$ cat config.mk
export PLATFORM = sky130hd
export DESIGN_NAME = sram_bus_arbiter
export DESIGN_NICKNAME = d
export VERILOG_FILES = /design/src/rtl/sram_bus_pkg.sv /design/src/rtl/rr_arbiter2.sv /design/src/rtl/sram_bus_arbiter.sv
export SDC_FILE = /design/constraint.sdc
export NUM_CORES = 1
export LEC_CHECK = 0
export ABC_CLOCK_PERIOD_IN_PS = 1800
export CAP_MARGIN = 20
export CORE_UTILIZATION = 41
export CTS_BUF_LIST = sky130_fd_sc_hd__clkbuf_4 sky130_fd_sc_hd__clkbuf_8
export CTS_CLUSTER_DIAMETER = 50
export DETAILED_ROUTE_END_ITERATION = 10
export PLACE_DENSITY = 0.82
export SLEW_MARGIN = 40
export SYNTH_ARGS = -nofsm -noshare
export SYNTH_HDL_FRONTEND = slang
export SYNTH_SLANG_ARGS = --single-unit
$ cat constraint.sdc
create_clock -name clk_clk -period 1.8 [get_ports clk_clk]
set_input_delay 0.27 -clock clk_clk [delete_from_list [all_inputs] [get_ports clk_clk]]
set_output_delay 0.27 -clock clk_clk [all_outputs]
set_load 0.005 [all_outputs]
$ cat src/rtl/sram_bus_pkg.sv
// Shared constants and types for the two-master SRAM bus arbiter.
//   Bus widths, rw encoding, FSM state encoding, timeout fill value and
//   the request payload carried from a master onto the slave bus.
package sram_bus_pkg;

   localparam int unsigned ADDR_WIDTH     = 19;
   localparam int unsigned DATA_WIDTH     = 16;
   localparam int unsigned BE_WIDTH       = 2;
   localparam int unsigned TIMEOUT_CYCLES = 16;
   localparam int unsigned CNT_WIDTH      = $clog2(TIMEOUT_CYCLES);

   localparam logic RW_READ  = 1'b1;
   localparam logic RW_WRITE = 1'b0;

   localparam logic [DATA_WIDTH-1:0] TIMEOUT_FILL = 16'hFFFF;

   typedef enum logic [1:0] {
      ST_IDLE   = 2'd0,
      ST_ACCESS = 2'd1,
      ST_DONE   = 2'd2
   } state_t;

   // One bus request as presented on the slave side.
   typedef struct packed {
      logic [ADDR_WIDTH-1:0] address;
      logic [BE_WIDTH-1:0]   byte_enable;
      logic                  rw;
      logic [DATA_WIDTH-1:0] write_data;
   } bus_req_t;

endpackage

$ cat src/rtl/rr_arbiter2.sv
// Two-input round-robin pick (combinational).
//   req        : request vector, bit N = master N
//   last_grant : index of the master granted most recently
//   winner_c   : one-hot winner, 00 when nobody requests
module rr_arbiter2 (
   input  logic [1:0] req,
   input  logic       last_grant,
   output logic [1:0] winner_c
);

   // On a tie the master that was not served last wins.
   always_comb begin
      winner_c = req;
      if (req == 2'b11) begin
         winner_c = last_grant ? 2'b01 : 2'b10;
      end
   end

endmodule

$ cat src/rtl/sram_bus_arbiter.sv
// Two-master round-robin arbiter in front of a single SRAM controller port.
//   clk_clk/reset_reset : clock, synchronous active-high reset
//   m0_* / m1_*         : master request buses, ack pulse and read data back
//   s_*                 : registered request to the SRAM controller, ack/data in
//   grant               : one-hot owner of the current transaction
//   timeout_error       : sticky, set when an access is force-completed
module sram_bus_arbiter
   import sram_bus_pkg::*;
(
   input  logic                  clk_clk,
   input  logic                  reset_reset,
   input  logic [ADDR_WIDTH-1:0] m0_address,
   input  logic                  m0_bus_enable,
   input  logic [BE_WIDTH-1:0]   m0_byte_enable,
   input  logic                  m0_rw,
   input  logic [DATA_WIDTH-1:0] m0_write_data,
   output logic                  m0_acknowledge,
   output logic [DATA_WIDTH-1:0] m0_read_data,
   input  logic [ADDR_WIDTH-1:0] m1_address,
   input  logic                  m1_bus_enable,
   input  logic [BE_WIDTH-1:0]   m1_byte_enable,
   input  logic                  m1_rw,
   input  logic [DATA_WIDTH-1:0] m1_write_data,
   output logic                  m1_acknowledge,
   output logic [DATA_WIDTH-1:0] m1_read_data,
   output logic [ADDR_WIDTH-1:0] s_address,
   output logic                  s_bus_enable,
   output logic [BE_WIDTH-1:0]   s_byte_enable,
   output logic                  s_rw,
   output logic [DATA_WIDTH-1:0] s_write_data,
   input  logic                  s_acknowledge,
   input  logic [DATA_WIDTH-1:0] s_read_data,
   output logic [1:0]            grant,
   output logic                  timeout_error
);

   state_t                state_q, state_d;
   logic [CNT_WIDTH-1:0]  cnt_q, cnt_d;
   bus_req_t              req_q, req_d;
   logic                  sbe_q, sbe_d;
   logic [1:0]            grant_q, grant_d;
   logic                  last_q, last_d;
   logic [1:0]            ack_q, ack_d;
   logic [DATA_WIDTH-1:0] rd0_q, rd0_d, rd1_q, rd1_d;
   logic                  terr_q, terr_d;

   logic [1:0]            winner_c;
   bus_req_t              m0_req_c, m1_req_c;
   logic                  timed_out_c;
   logic [DATA_WIDTH-1:0] fill_c;

   assign m0_req_c = '{address: m0_address, byte_enable: m0_byte_enable,
                       rw: m0_rw, write_data: m0_write_data};
   assign m1_req_c = '{address: m1_address, byte_enable: m1_byte_enable,
                       rw: m1_rw, write_data: m1_write_data};

   rr_arbiter2 u_rr (
      .req        ({m1_bus_enable, m0_bus_enable}),
      .last_grant (last_q),
      .winner_c   (winner_c)
   );

   // An acknowledge in the last allowed cycle still counts as a normal completion.
   assign timed_out_c = !s_acknowledge && (cnt_q == CNT_WIDTH'(TIMEOUT_CYCLES - 1));
   assign fill_c      = s_acknowledge ? s_read_data : TIMEOUT_FILL;

   // Next-state and next-output logic.
   always_comb begin
      state_d = state_q;
      cnt_d   = cnt_q;
      req_d   = req_q;
      sbe_d   = sbe_q;
      grant_d = grant_q;
      last_d  = last_q;
      ack_d   = 2'b00;
      rd0_d   = rd0_q;
      rd1_d   = rd1_q;
      terr_d  = terr_q;
      unique case (state_q)
         ST_IDLE: begin
            cnt_d = '0;
            if (winner_c != 2'b00) begin
               req_d   = winner_c[1] ? m1_req_c : m0_req_c;
               sbe_d   = 1'b1;
               grant_d = winner_c;
               last_d  = winner_c[1];
               state_d = ST_ACCESS;
            end
         end
         ST_ACCESS: begin
            cnt_d = cnt_q + CNT_WIDTH'(1);
            if (s_acknowledge || timed_out_c) begin
               // Read data (or the timeout fill) only lands for reads.
               if (req_q.rw == RW_READ) begin
                  if (grant_q[0]) rd0_d = fill_c;
                  if (grant_q[1]) rd1_d = fill_c;
               end
               ack_d    = grant_q;
               sbe_d    = 1'b0;
               req_d.rw = RW_READ;
               grant_d  = 2'b00;
               if (timed_out_c) terr_d = 1'b1;
               state_d  = ST_DONE;
            end
         end
         ST_DONE: begin
            state_d = ST_IDLE;
         end
         default: begin
            state_d = ST_IDLE;
         end
      endcase
   end

   // State and output registers.
   always_ff @(posedge clk_clk) begin
      if (reset_reset) begin
         state_q <= ST_IDLE;
         cnt_q   <= '0;
         req_q   <= '{address: '0, byte_enable: '0, rw: RW_READ, write_data: '0};
         sbe_q   <= 1'b0;
         grant_q <= 2'b00;
         last_q  <= 1'b1;
         ack_q   <= 2'b00;
         rd0_q   <= '0;
         rd1_q   <= '0;
         terr_q  <= 1'b0;
      end else begin
         state_q <= state_d;
         cnt_q   <= cnt_d;
         req_q   <= req_d;
         sbe_q   <= sbe_d;
         grant_q <= grant_d;
         last_q  <= last_d;
         ack_q   <= ack_d;
         rd0_q   <= rd0_d;
         rd1_q   <= rd1_d;
         terr_q  <= terr_d;
      end
   end

   assign s_address      = req_q.address;
   assign s_byte_enable  = req_q.byte_enable;
   assign s_rw           = req_q.rw;
   assign s_write_data   = req_q.write_data;
   assign s_bus_enable   = sbe_q;
   assign grant          = grant_q;
   assign m0_acknowledge = ack_q[0];
   assign m1_acknowledge = ack_q[1];
   assign m0_read_data   = rd0_q;
   assign m1_read_data   = rd1_q;
   assign timeout_error  = terr_q;

endmodule

# [Word-level counts from Yosys, hierarchy flattened]
# Cells that the tools add are included.
[totals] rom_bits=0 wordCells=51 latchBits=0 reg_bits=83 input_bits=97 memories=0 out_inout_bits=76 ramBits=0
[classes] muxes=17 div_mod_pow=0 order_cmp=0 n_reduce_logical=13 bitwise=2 shift=0 n_addsub=1 mul=0 n_eq_ne=5
[ops] op="38-bit 2-to-1 mux" n=1
[ops] op="17-bit 2-to-1 mux" n=1
[ops] op="16-bit 2-to-1 mux" n=1
[ops] op="2-bit 2-to-1 mux" n=6
[ops] op="2-bit case mux with 2 select lines" n=2
[ops] op="4-bit case mux with 2 select lines" n=1
[ops] op="4-bit AND reduction" n=2
[ops] op="3-bit AND reduction" n=2
[ops] op="4-bit by 1-bit adder with 4-bit output, second input constant" n=1
[ops] op="4-bit == test, second input constant" n=1
[ops] op="2-bit != test, second input constant" n=2
[ops] op="1-bit case mux with 2 select lines" n=2
[ops] op="2-bit AND reduction" n=2
[ops] op="2-bit nonzero test" n=2
[ops] op="1-bit 2-to-1 mux" n=3
[ops] op="3-bit OR reduction" n=1
[ops] op="2-bit by 1-bit == test with 1-bit output, second input constant" n=1
[ops] op="2-bit == test, second input constant" n=1
[ops] op="2-bit logical NOT" n=1
[ops] op="1-bit inverter" n=2
[ops] op="1-bit logical AND" n=1
[ops] op="1-bit logical NOT" n=1
[ops] op="1-bit logical OR" n=1

# [Depth between registers and ports, before layout]
[logic_depth] depth_word=5 ltp_mapped=7 mapped_depth_nobuf=5

# [By module]
# Synthesis repeated with hierarchy kept, for this count alone.
[unflattened] cells_unflattened=372 hier_area_um2=3658.5
[modules_own_cells] module="sram_bus_arbiter" n_inst=1 seq_area_each_um2=1661.6 cells_per_inst=369 area_each_um2=3639.7
[modules_own_cells] module="rr_arbiter2" n_inst=1 seq_area_each_um2=0.0 cells_per_inst=3 area_each_um2=18.8

# [Worst setup path after synthesis]
# OpenSTA, ideal clock, no wires.
[synth_path] path_kind="reg-to-reg" start="register cnt_q[0]" end="register rd0_q[10], in the netlist m0_read_data[10]" setup_time_ns=0.147 n_path_buf=2 path_slack_ns=0.283 t_required_ns=1.653 period_less_slack_ns=1.517 arrival_time_ns=1.370 path_stages_with_launch=8 path_cell_list="dfxtp_1 > ha_1 > a31o_2 > and3_1 > buf_4 > buf_6 > nor2_1 > a211oi_2"
[synth_via] elab_chain_cells=4
[synth_rtl] element="start: declaration" line="sram_bus_arbiter.sv:38" text="logic [CNT_WIDTH-1:0] cnt_q, cnt_d;"
[synth_rtl] element="start signal: assignment" line="sram_bus_arbiter.sv:130" text="cnt_q <= cnt_d;"
[synth_rtl] element="4-bit == test" line="sram_bus_arbiter.sv:64" text="assign timed_out_c = !s_acknowledge && (cnt_q == CNT_WIDTH'(TIMEOUT_CYCLES - 1));"
[synth_rtl] element="1-bit logical AND" line="sram_bus_arbiter.sv:64"
[synth_rtl] element="1-bit logical OR" line="sram_bus_arbiter.sv:92" text="if (s_acknowledge || timed_out_c) begin"
[synth_rtl] element="4-bit AND reduction (no source line)"
[synth_rtl] element="end signal: assignment" line="sram_bus_arbiter.sv:136" text="rd0_q <= rd0_d;"
[synth_rtl] element="end: declaration" line="sram_bus_arbiter.sv:44" text="logic [DATA_WIDTH-1:0] rd0_q, rd0_d, rd1_q, rd1_d;"
# No other way between the ends.
# A chain may end at the register's enable or synchronous reset.

# [Final worst setup path]
[layout_path] start="register state_q[0]" end="register rd0_q[2], in the netlist m0_read_data[2]"
[layout_via] elab_chain_cells=2
[layout_rtl] element="start: declaration" line="sram_bus_arbiter.sv:37" text="state_t state_q, state_d;"
[layout_rtl] element="start signal: assignment" line="sram_bus_arbiter.sv:129" text="state_q <= state_d;"
[layout_rtl] element="2-bit by 1-bit == test with 1-bit output" line="sram_bus_arbiter.sv:79" text="unique case (state_q)"
[layout_rtl] element="4-bit AND reduction (no source line)"
# No other way between the ends.

==> results.sh <==
export IMPL_holdPathEnd="cnt_q[0]"
export IMPL_cp_cell_sequence="nor2b_4, and3_1, buf_12, nor2_1, a211oi_1"
export IMPL_ys_seq_elements=83
export IMPL_rsz0062_at_grt="false"
export IMPL_combPwrFrac_pct=20.8
export IMPL_timing_setup_tns_ns=0
export IMPL_drt_iter0_markers=110
export IMPL_hold_violations=0
export IMPL_cp_max_fo=16
export IMPL_required_ns=2.05
export IMPL_crit_type="reg -> reg"
export IMPL_clkPwrFrac_pct=34.5
export IMPL_cts_resized=0
export IMPL_placement_rows=33
export IMPL_path_clk_slew_ns=0.08
export IMPL_p_per_area_nw_per_um2=829.7
export IMPL_grt_max_degree=55
export IMPL_worst_pin_slew_ns=0.4415
export IMPL_rr_startpoint="state_q[0]"
export IMPL_cts_hold_fix_buffers=0
export IMPL_post_route_min_period_ns=1.592
export IMPL_fmax_ghz=0.6281
export IMPL_synth_edf_count=0
export IMPL_p_sw_uw=1131
export IMPL_globalRouteMet3Util_pct=7.443
export IMPL_async_reset_ff_share_pct=0
export IMPL_max_cap_violations=0
export IMPL_synth_warning_count=0
export IMPL_post_route_period_util_pct=88.45
export IMPL_hold_path_startpoint="reset_reset"
export IMPL_setup_viol=0
export IMPL_routedWlPerCell_um=14.83
export IMPL_critPathCaptureType="flop"
export IMPL_hold_class="in -> reg"
export IMPL_ys_types=33
export IMPL_overflow=0
export IMPL_cpPeakStageDelay_ns=0.54
export IMPL_seq_power_share_pct=44.7
export IMPL_dr_pass1_iters=4
export IMPL_synth_ff_type="dfxtp_1"
export IMPL_vias=3470
export IMPL_switching_share_pct=24.73
export IMPL_root_buffer="clkbuf_8"
export IMPL_clock_sinks=83
export IMPL_htree_levels=3
export IMPL_layout_nets=660
export IMPL_core_area_sq_um=8217
export IMPL_holdPathStages=2
export IMPL_grt_antenna_before_repair=0
export IMPL_regToRegSetupSlack_ns=0.21
export IMPL_power_leakage_uw=0.002000
export IMPL_crit_slowest_cell="dfxtp_1"
export IMPL_drc=0
export IMPL_drv_slew=0
export IMPL_vias_per_cell=5.171
export IMPL_fill_cells=666
export IMPL_antenna_left=0
export IMPL_dp_slack_ns=0.03794
export IMPL_wl_mm=9.953
export IMPL_dieArea_sq_um=8837
export IMPL_vdd_ir_drop_max_mv=0.3866
export IMPL_clk_path_buf_depth=2
export IMPL_cts_made_buffers=9
export IMPL_start_kind="flop"
export IMPL_power_internal_uw=3443
export IMPL_drive_above_1_share_pct=9.541
export IMPL_dp_hpwl_mm=7.237
export IMPL_skew_ns=0.009132
export IMPL_grtUsageMet2_pct=38.38
export IMPL_worst_r2r_cell_count=5
export IMPL_die_w_um=94.01
export IMPL_cts_tree="yes"
export IMPL_portBuffers=172
export IMPL_outcome="complete, no violations"
export IMPL_grt_use_total_pct=22.62
export IMPL_synth_fp_nets=500
export IMPL_syn_inst=402
export IMPL_diodes=0
export IMPL_seq_area_frac_synth_pct=47.87
export IMPL_syn2layout_area_growth_pct=58.83
export IMPL_clock_latency_ns=0.34
export IMPL_synthTopCellsByArea="dfxtp_1, nor2_1, a311oi_1, nand2_1, a211oi_2"
export IMPL_grt_pass1_vias=3344
export IMPL_routabilityCongestion=0.7475
export IMPL_io_pins=173
export IMPL_top_usage_layer="met2"
export IMPL_avgSynthCellArea_sq_um=8.634
export IMPL_die_height_um=94.01
export IMPL_synth_area_sq_um=3471
export IMPL_setup_slack_ns=0.2079
export IMPL_rr_endpoint="m0_read_data[2]"
export IMPL_post_synth_top_area_cell="dfxtp_1"
export IMPL_post_cts_setup_buffer_count=0
export IMPL_critPathArrivalTime_ns=1.85
export IMPL_start_util_pct=42.24
export IMPL_grt_pass1_wl_mm=15.81
export IMPL_synth_top_area_share_pct=47.87
export IMPL_slew_headroom_pct=70.57
export IMPL_grt_use_met1_pct=26.86
-- layout by cell type (no fill, tap or decap), types with 5 or more instances in the layout --
master,n
clkdlybuf4s50_1,171
a211oi_1,14
dfxtp_1,83
nand2_1,79
buf_12,6
a211oi_2,20
nor2_1,92
clkbuf_8,9
a31oi_1,5
buf_4,6
a311oi_1,38
-- worst max-delay path by stage --
stage	from	end	slack, ns	cells past startpoint
3_3_place_gp	m1_bus_enable	s_byte_enable[1]	0.15	5
3_5_place_dp	m1_bus_enable	s_address[12]	0.04	5
6_report	state_q[0]	m0_read_data[2]	0.21	5
2_1_floorplan	cnt_q[0]	m0_read_data[10]	0.28	7
5_1_grt	state_q[0]	m0_read_data[0]	0.07	5
4_1_cts	state_q[0]	m0_read_data[14]	0.22	5
-- cells in the mapped netlist, types with 2 or more instances --
cell and count:
and3_1 2, a311oi_1 38, buf_2 11, a211oi_1 14, nor2_1 92, buf_1 2, buf_6 5, a21oi_1 4
nor3_1 4, a31oi_1 5, dfxtp_1 83, nand2b_1 3, buf_4 6, o21ai_0 3, clkbuf_1 11, nand2_1 79
nand3_1 2, and2_1 4, a211oi_2 20
-- sequential cells by signal (all words and copies together) (netlist names) --
register       count
s_rw               1
timeout_error      1
m1_read_data      16
last_q             1
s_bus_enable       1
ack_q              2
s_address         19
state_q            2
grant              2
s_byte_enable      2
cnt_q              4
s_write_data      16
m0_read_data      16
-- metrics by stage --
stage	area [sq um]	util, %	power [uW]	cells	hold WS (ns)
6_report	5513	67.09	4574	671	0.3514
2_1_floorplan	3471	-	2491	402	0.4289
4_1_cts	5513	67.09	4606	671	0.3281
5_1_grt	5513	67.09	4782	671	0.3569
3_3_place_gp	5279	64.25	3018	656	0.4805
3_5_place_dp	5279	64.25	3040	656	0.4934
-- worst max-delay path, delay by kind of cell, from the launching register on --
kind | cells | cell delay, ns
simple gates | 3 | 0.58
buf+inv | 1 | 0.16
flops | 1 | 0.54
compound gates | 1 | 0.23
-- routing by layer --
layer,vias to the layer above,share of wire (%)
met5,-,0
met4,0,1.3
met3,9,8.3
met2,138,49
met1,1599,41
li1,1724,-
-- power groups by stage --
stage	Clock, uW	Sequential [uW]	Combinational (uW)
floorplan	0	2080	411
global placement	0	2080	937
detailed placement	0	2090	954
CTS	1600	2050	957
global route	1680	2060	1040
finish	1580	2050	953
-- cell families after synthesis --
group                    count (synthesis)  synth area share, %
adder cells (fa/ha/maj)                  1               0.3604
buffers and inverters                   35                5.912
flip-flops                              83                47.87
AO/OA/AOI/OAI                           89                22.96
AND/OR/NAND/NOR                        194                22.89
-- area by class of cell --
cell class / count / area, sq um / area share, %
Clock buffer: 10 / 131.4 / 2.383
Clock inverter: 5 / 102.6 / 1.861
Multi-Input combinational cell: 284 / 1604 / 29.10
Sequential cell: 83 / 1662 / 30.14
Tap cell: 105 / 131.4 / 2.383
Timing Repair Buffer: 184 / 1882 / 34.14
(Power assumes the default switching activity.)
